===== config.mk =====
export PLATFORM = sky130hd
export DESIGN_NAME = mul_share_arbiter_flat
export DESIGN_NICKNAME = d
export VERILOG_FILES = /design/src/rtl/mul_share_arbiter_if.sv /design/src/rtl/mul_share_arbiter.sv /design/src/flat_wrapper.sv
export SDC_FILE = /design/constraint.sdc
export NUM_CORES = 1
export LEC_CHECK = 0
export ABC_AREA = 1
export CAP_MARGIN = 10
export CORE_MARGIN = 8
export CORE_UTILIZATION = 62
export DETAILED_ROUTE_END_ITERATION = 10
export DONT_BUFFER_PORTS = 1
export PLACE_DENSITY = 0.78
export SETUP_SLACK_MARGIN = 0.3
export SLEW_MARGIN = 20
export SYNTH_ARGS = -nofsm -noshare
export SYNTH_HDL_FRONTEND = slang
export SYNTH_SLANG_ARGS = --single-unit

===== constraint.sdc =====
create_clock -name clk -period 2.5 [get_ports clk]
set_clock_uncertainty 0.1 [all_clocks]
set_input_delay 0.5 -clock clk [delete_from_list [all_inputs] [get_ports clk]]
set_output_delay 0.5 -clock clk [all_outputs]
set_load 0.02 [all_outputs]

===== src/rtl/mul_share_arbiter_if.sv =====
// Signal bundle between the requesters, the shared multiplier core and the result consumer.
// The slave modport is the arbiter's view and the master modport is the environment's view.
interface mul_share_arbiter_if #(
   parameter int NUM_REQ = 4,
   parameter int DATA_W  = 14
);
   localparam int ID_W = $clog2(NUM_REQ);

   logic [NUM_REQ-1:0]        req_valid;
   logic [NUM_REQ-1:0]        req_ready;
   logic [NUM_REQ*DATA_W-1:0] req_a;
   logic [NUM_REQ*DATA_W-1:0] req_b;
   logic                      mul_ce;
   logic [DATA_W-1:0]         mul_din0;
   logic [DATA_W-1:0]         mul_din1;
   logic [DATA_W-1:0]         mul_dout;
   logic                      rsp_valid;
   logic                      rsp_ready;
   logic [ID_W-1:0]           rsp_id;
   logic [DATA_W-1:0]         rsp_data;

   modport slave (
      input  req_valid, req_a, req_b, mul_dout, rsp_ready,
      output req_ready, mul_ce, mul_din0, mul_din1, rsp_valid, rsp_id, rsp_data
   );

   modport master (
      output req_valid, req_a, req_b, mul_dout, rsp_ready,
      input  req_ready, mul_ce, mul_din0, mul_din1, rsp_valid, rsp_id, rsp_data
   );
endinterface


===== src/rtl/mul_share_arbiter.sv =====
// Shares one ce-gated pipelined multiplier among NUM_REQ requesters, tracking ids in a shadow pipe.
// Define MUL_SHARE_ARB_FIXED_PRIO_EN for fixed lowest-index priority; round-robin by default.
module mul_share_arbiter #(
   parameter int NUM_REQ = 4,
   parameter int DATA_W  = 14,
   parameter int MUL_LAT = 3
) (
   input logic                clk,
   input logic                reset,
   mul_share_arbiter_if.slave bus
);
   localparam int ID_W = $clog2(NUM_REQ);
   localparam int TAIL = MUL_LAT - 1;

   logic               mulCe;
   logic               grantVld;
   logic [ID_W-1:0]    grantId;
   logic [ID_W-1:0]    searchBase;
   logic [MUL_LAT-1:0] pipeVld_q;
   logic [MUL_LAT-1:0] pipeVld_d;
   logic [ID_W-1:0]    pipeId_q [MUL_LAT];
   logic [ID_W-1:0]    pipeId_d [MUL_LAT];
   logic [DATA_W-1:0]  opA_q;
   logic [DATA_W-1:0]  opA_d;
   logic [DATA_W-1:0]  opB_q;
   logic [DATA_W-1:0]  opB_d;
   logic [DATA_W-1:0]  selA;
   logic [DATA_W-1:0]  selB;

   // Shadow valid bits are cleared during reset, so the core keeps flushing while reset is low
   assign mulCe      = !pipeVld_q[TAIL] || bus.rsp_ready;
   assign bus.mul_ce = mulCe;

`ifdef MUL_SHARE_ARB_FIXED_PRIO_EN
   assign searchBase = '0;
`else
   logic [ID_W-1:0] rrPtr_q;
   logic [ID_W-1:0] rrPtr_d;

   assign searchBase = rrPtr_q;

   always_comb begin
      rrPtr_d = rrPtr_q;
      if (grantVld) begin
         rrPtr_d = (grantId == ID_W'(NUM_REQ - 1)) ? '0 : grantId + 1'b1;
      end
   end

   always_ff @(posedge clk or negedge reset) begin
      if (!reset) begin
         rrPtr_q <= '0;
      end else begin
         rrPtr_q <= rrPtr_d;
      end
   end
`endif

   // A grant is always a transfer: it is only raised for a valid requester while the core advances
   always_comb begin
      logic [ID_W-1:0] idx;
      grantVld = 1'b0;
      grantId  = '0;
      idx      = '0;
      if (mulCe && reset) begin
         for (int k = 0; k < NUM_REQ; k++) begin
            idx = ID_W'((int'(searchBase) + k) % NUM_REQ);
            if (!grantVld && bus.req_valid[idx]) begin
               grantVld = 1'b1;
               grantId  = idx;
            end
         end
      end
   end

   always_comb begin
      bus.req_ready = '0;
      if (grantVld) begin
         bus.req_ready[grantId] = 1'b1;
      end
   end

   always_comb begin
      selA  = bus.req_a[int'(grantId) * DATA_W +: DATA_W];
      selB  = bus.req_b[int'(grantId) * DATA_W +: DATA_W];
      opA_d = opA_q;
      opB_d = opB_q;
      if (grantVld) begin
         opA_d = selA;
         opB_d = selB;
      end
   end

   assign bus.mul_din0 = grantVld ? selA : opA_q;
   assign bus.mul_din1 = grantVld ? selB : opB_q;

   always_comb begin
      pipeVld_d = pipeVld_q;
      pipeId_d  = pipeId_q;
      if (mulCe) begin
         pipeVld_d[0] = grantVld;
         pipeId_d[0]  = grantId;
         for (int s = 1; s < MUL_LAT; s++) begin
            pipeVld_d[s] = pipeVld_q[s-1];
            pipeId_d[s]  = pipeId_q[s-1];
         end
      end
   end

   always_ff @(posedge clk or negedge reset) begin
      if (!reset) begin
         pipeVld_q <= '0;
         for (int s = 0; s < MUL_LAT; s++) begin
            pipeId_q[s] <= '0;
         end
         opA_q <= '0;
         opB_q <= '0;
      end else begin
         pipeVld_q <= pipeVld_d;
         pipeId_q  <= pipeId_d;
         opA_q     <= opA_d;
         opB_q     <= opB_d;
      end
   end

   assign bus.rsp_valid = pipeVld_q[TAIL];
   assign bus.rsp_id    = pipeId_q[TAIL];
   assign bus.rsp_data  = bus.mul_dout;
endmodule

===== src/flat_wrapper.sv =====
// flat-port wrapper written by rule: the top's interface ports become plain ports
module mul_share_arbiter_flat 
#(
   parameter int NUM_REQ = 4,
   parameter int DATA_W  = 14,
   parameter int MUL_LAT = 3
)
  (clk, reset, bus_req_valid, bus_req_a, bus_req_b, bus_mul_dout, bus_rsp_ready, bus_req_ready, bus_mul_ce, bus_mul_din0, bus_mul_din1, bus_rsp_valid, bus_rsp_id, bus_rsp_data);
  mul_share_arbiter_if #(.NUM_REQ(NUM_REQ), .DATA_W(DATA_W)) bus_i ();
  input logic clk;
  input logic reset;
  input wire logic [$bits(bus_i.req_valid)-1:0] bus_req_valid;
  input wire logic [$bits(bus_i.req_a)-1:0] bus_req_a;
  input wire logic [$bits(bus_i.req_b)-1:0] bus_req_b;
  input wire logic [$bits(bus_i.mul_dout)-1:0] bus_mul_dout;
  input wire logic [$bits(bus_i.rsp_ready)-1:0] bus_rsp_ready;
  output wire logic [$bits(bus_i.req_ready)-1:0] bus_req_ready;
  output wire logic [$bits(bus_i.mul_ce)-1:0] bus_mul_ce;
  output wire logic [$bits(bus_i.mul_din0)-1:0] bus_mul_din0;
  output wire logic [$bits(bus_i.mul_din1)-1:0] bus_mul_din1;
  output wire logic [$bits(bus_i.rsp_valid)-1:0] bus_rsp_valid;
  output wire logic [$bits(bus_i.rsp_id)-1:0] bus_rsp_id;
  output wire logic [$bits(bus_i.rsp_data)-1:0] bus_rsp_data;
  assign bus_i.req_valid = bus_req_valid;
  assign bus_i.req_a = bus_req_a;
  assign bus_i.req_b = bus_req_b;
  assign bus_i.mul_dout = bus_mul_dout;
  assign bus_i.rsp_ready = bus_rsp_ready;
  assign bus_req_ready = bus_i.req_ready;
  assign bus_mul_ce = bus_i.mul_ce;
  assign bus_mul_din0 = bus_i.mul_din0;
  assign bus_mul_din1 = bus_i.mul_din1;
  assign bus_rsp_valid = bus_i.rsp_valid;
  assign bus_rsp_id = bus_i.rsp_id;
  assign bus_rsp_data = bus_i.rsp_data;
  mul_share_arbiter #(.NUM_REQ(NUM_REQ), .DATA_W(DATA_W), .MUL_LAT(MUL_LAT)) u_core (.clk(clk), .reset(reset), .bus(bus_i));
endmodule

==> impl_metrics.env, run 1 <==
export IMPL_crit_end="bus_req_ready[2]"
export IMPL_worstPathRequired_ps=1900
export IMPL_critPathMaxFanout=11
export IMPL_rsz0062_at_grt="yes"
export IMPL_syn_to_final_growth_pct=31.9
export IMPL_synth_seq_cells=39
export IMPL_gp_congestion=0.837
export IMPL_fin_cells=503
export IMPL_wire_per_inst_um=20.7
export IMPL_drc=0
export IMPL_wl_um=10400
export IMPL_synth_top_area_share_pct=33.5
export IMPL_cp_end_kind="output pin"
export IMPL_via_per_inst=6.33
export IMPL_postRouteAntennaNets=0
export IMPL_ys_seq_area_share_pct=33.5
export IMPL_grt_util_met2_pct=42.4
export IMPL_synth_area_top_cells="dfrtp_1 34%, nand3_1 26%, nand2_1 20%, buf_4 5.2%, buf_2 3.4%"
export IMPL_track_usage_pct=24.3
export IMPL_layout_nets=585
export IMPL_synth_area_leader_cell="dfrtp_1"
export IMPL_ys_types=19
export IMPL_synth_area_mm2=0.00291
export IMPL_fmax_mhz=338
export IMPL_dp_cells=472
export IMPL_avgSynthCellArea_um2=6.53
export IMPL_clock_path_buffers=2
export IMPL_gr_total_overflow=0
export IMPL_reg2regPathDepth=15
export IMPL_dieWidth_um=84.5
export IMPL_firstDrtPassIters=5
export IMPL_num_antenna_cells=0
export IMPL_status="finished with violations"
export IMPL_power_density_mw_per_mm2=1600
export IMPL_clkTransAtPathRegs_ps=80
export IMPL_syn_nets=583
export IMPL_synth_warnings=0
export IMPL_tightest_slew_ps=324
export IMPL_top_usage_layer="met2"
export IMPL_cts_buffers_inserted=5
export IMPL_initial_core_util_pct=62.9
export IMPL_syn_instance_count=446
export IMPL_grt_pass1_vias=2894
export IMPL_drive_gt1_share_pct=33.0
export IMPL_fin_crit_ps=2950
export IMPL_ios=183
export IMPL_setup_ws_ps=-455
export IMPL_start_kind="register"
export IMPL_tritoncts="done"
export IMPL_max_cap_violations=0
export IMPL_startpoint="u_core.rrPtr_q[0]$_DFFE_PN0P_"
export IMPL_clk_latency_ps=290
export IMPL_rows=25
export IMPL_use_met1_pct=28.2
export IMPL_finalHoldViolations=0
export IMPL_dp_slack_ps=-116
export IMPL_grt_pass1_wl_um=14300
export IMPL_htree_levels=2
export IMPL_period_share_pct=118
export IMPL_drtIter0Drc=289
export IMPL_die_area_mm2=0.00714
export IMPL_die_y_um=84.5
export IMPL_root_buffer="clkbuf_8"
export IMPL_use_met3_pct=7.61
export IMPL_slew_headroom_pct=78.4
export IMPL_leakage_uw=0.00187
export IMPL_regToRegSetupSlack_ps=130
export IMPL_slew_violations=0
export IMPL_num_vias=3186
export IMPL_violations="setup timing"
export IMPL_crit_type="reg2out"
export IMPL_core_area_mm2=0.00463
export IMPL_r2r_end="u_core.opA_q[7]$_DFF_PN0_"
export IMPL_grt_start_max_net_pins=51
export IMPL_antenna_found_initial=0
export IMPL_hpwlAfterDp_um=6250
export IMPL_hold_path_class="reg2reg"
export IMPL_ir_drop_mv=0.913
export IMPL_setup_viol_count_final=32
export IMPL_portBuffers=0
export IMPL_clock_sinks=39
export IMPL_timing_rr_start="u_core.rrPtr_q[0]$_DFFE_PN0P_"
export IMPL_arrival_ps=2350
power by group:
part,switching (µW),internal [µW]
registers,139,931
logic,2840,1710
clock network,233,297
layer usage:
layer / vias up / routed length (µm)
met3: 36 / 977
met5: - / 0
met1: 1480 / 3690
met4: 0 / 282
met2: 215 / 5460
li1: 1455 / -
cell type report:
class / count / area, µm²
clock buffer: 5 / 68.8
fill: 276 / 792
tap: 54 / 67.6
clock inverter: 3 / 43.8
sequential: 39 / 978
inverter: 23 / 111
multi-input combinational: 337 / 1940
timing repair inverter: 1 / 6.26
timing repair buffer: 41 / 618
critical path: stages (launching register included):
cell	delay [ps]
dfrtp_2	440
buf_6	140
nand2_1	80
nand2_2	80
nand2_4	70
nand2_2	70
nor2_4	180
nand3_1	130
nand3_2	120
nand2_4	90
inv_6	100
buf_12	140
ha_1	170
inv_1	70
nor2_4	170
layout by cell type, fill, tap and decap left out, types with 2 or more instances in the layout:
master and n:
inv_2 4, clkbuf_16 6, nor2_1 4, nand2_1 108
buf_12 8, inv_6 2, dfrtp_2 2, nand2_2 37
inv_8 2, nand2_8 3, nand2_4 16, o21ai_0 8
dfrtp_1 37, nand3_2 26, nor2_4 5, inv_1 15
nand3_1 124, ha_1 3, buf_6 4, buf_16 4
clkbuf_8 5, buf_4 17
registers in the layout, summed over array words and instances (netlist names):
signal	count
u_core.bus.rsp_id	2
u_core.pipeVld_q	3
u_core.opB_q	14
u_core.opA_q	14
u_core.pipeId_q	4
u_core.rrPtr_q	2
cells in the mapped netlist (all sizes together):
cell / instances
inv: 23
clkbuf: 4
nand2: 163
or2: 1
o21ai: 8
a21oi: 1
nor2: 9
buf: 44
nand3: 150
ha: 4
dfrtp: 39
how the worst min path moves through the flow:
stage	startpoint	end	slack, ps	depth (start not counted)
2_1_floorplan	reset	u_core.bus.rsp_id[0]$_DFFE_PN0N_	100	0
3_3_place_gp	reset	u_core.rrPtr_q[0]$_DFFE_PN0P_	110	0
3_5_place_dp	reset	u_core.rrPtr_q[1]$_DFFE_PN0P_	110	0
4_1_cts	u_core.pipeId_q[3]$_DFFE_PN0N_	u_core.bus.rsp_id[1]$_DFFE_PN0N_	380	2
5_1_grt	u_core.pipeId_q[2]$_DFFE_PN0N_	u_core.bus.rsp_id[0]$_DFFE_PN0N_	420	2
6_report	u_core.pipeId_q[3]$_DFFE_PN0N_	u_core.bus.rsp_id[1]$_DFFE_PN0N_	380	2
timing repair:
| action | in CTS | in global routing |
|---|---|---|
| pin swaps | 12 | 17 |
| hold buffers | 2 | 0 |
| gates resized for setup | 31 | 54 |
| endpoints found under the hold margin | 39 | 0 |
| cloned | 4 | 8 |
| setup buffers | 4 | 5 |
| endpoints found under the setup margin | 52 | 60 |
logic make-up after synthesis:
kind of cell	Yosys count	synth area share, %
buf+inv	71	13.8
flops	39	33.5
fa+ha+maj	4	1.72
compound gates	9	1.55
simple gates	323	49.4
through the flow:
| step | TNS (ps) | utilization, % | instance area, µm² | power, µW | hold WS [ps] |
|---|---|---|---|---|---|
| 2_1_floorplan | 0 | - | 3060 | 3720 | 104 |
| 3_3_place_gp | -51.0 | 65.4 | 3030 | 4230 | 106 |
| 3_5_place_dp | -2060 | 65.4 | 3030 | 4300 | 107 |
| 4_1_cts | -8430 | 73.3 | 3390 | 5260 | 375 |
| 5_1_grt | -16090 | 82.9 | 3840 | 6490 | 418 |
| 6_report | -11930 | 82.9 | 3840 | 6150 | 376 |
Power figures use the tool's default switching activity.
==> run 2, diff against run 1 <==
--- a/config.mk
+++ b/config.mk
@@ -13,7 +13,7 @@
 export DONT_BUFFER_PORTS = 1
 export PLACE_DENSITY = 0.78
 export SETUP_SLACK_MARGIN = 0.3
-export SLEW_MARGIN = 20
+export SLEW_MARGIN = 25
 export SYNTH_ARGS = -nofsm -noshare
 export SYNTH_HDL_FRONTEND = slang
 export SYNTH_SLANG_ARGS = --single-unit
==> results of run 2 <==
Same layout as run 1: the final DEF is identical, and so are final timing and power.
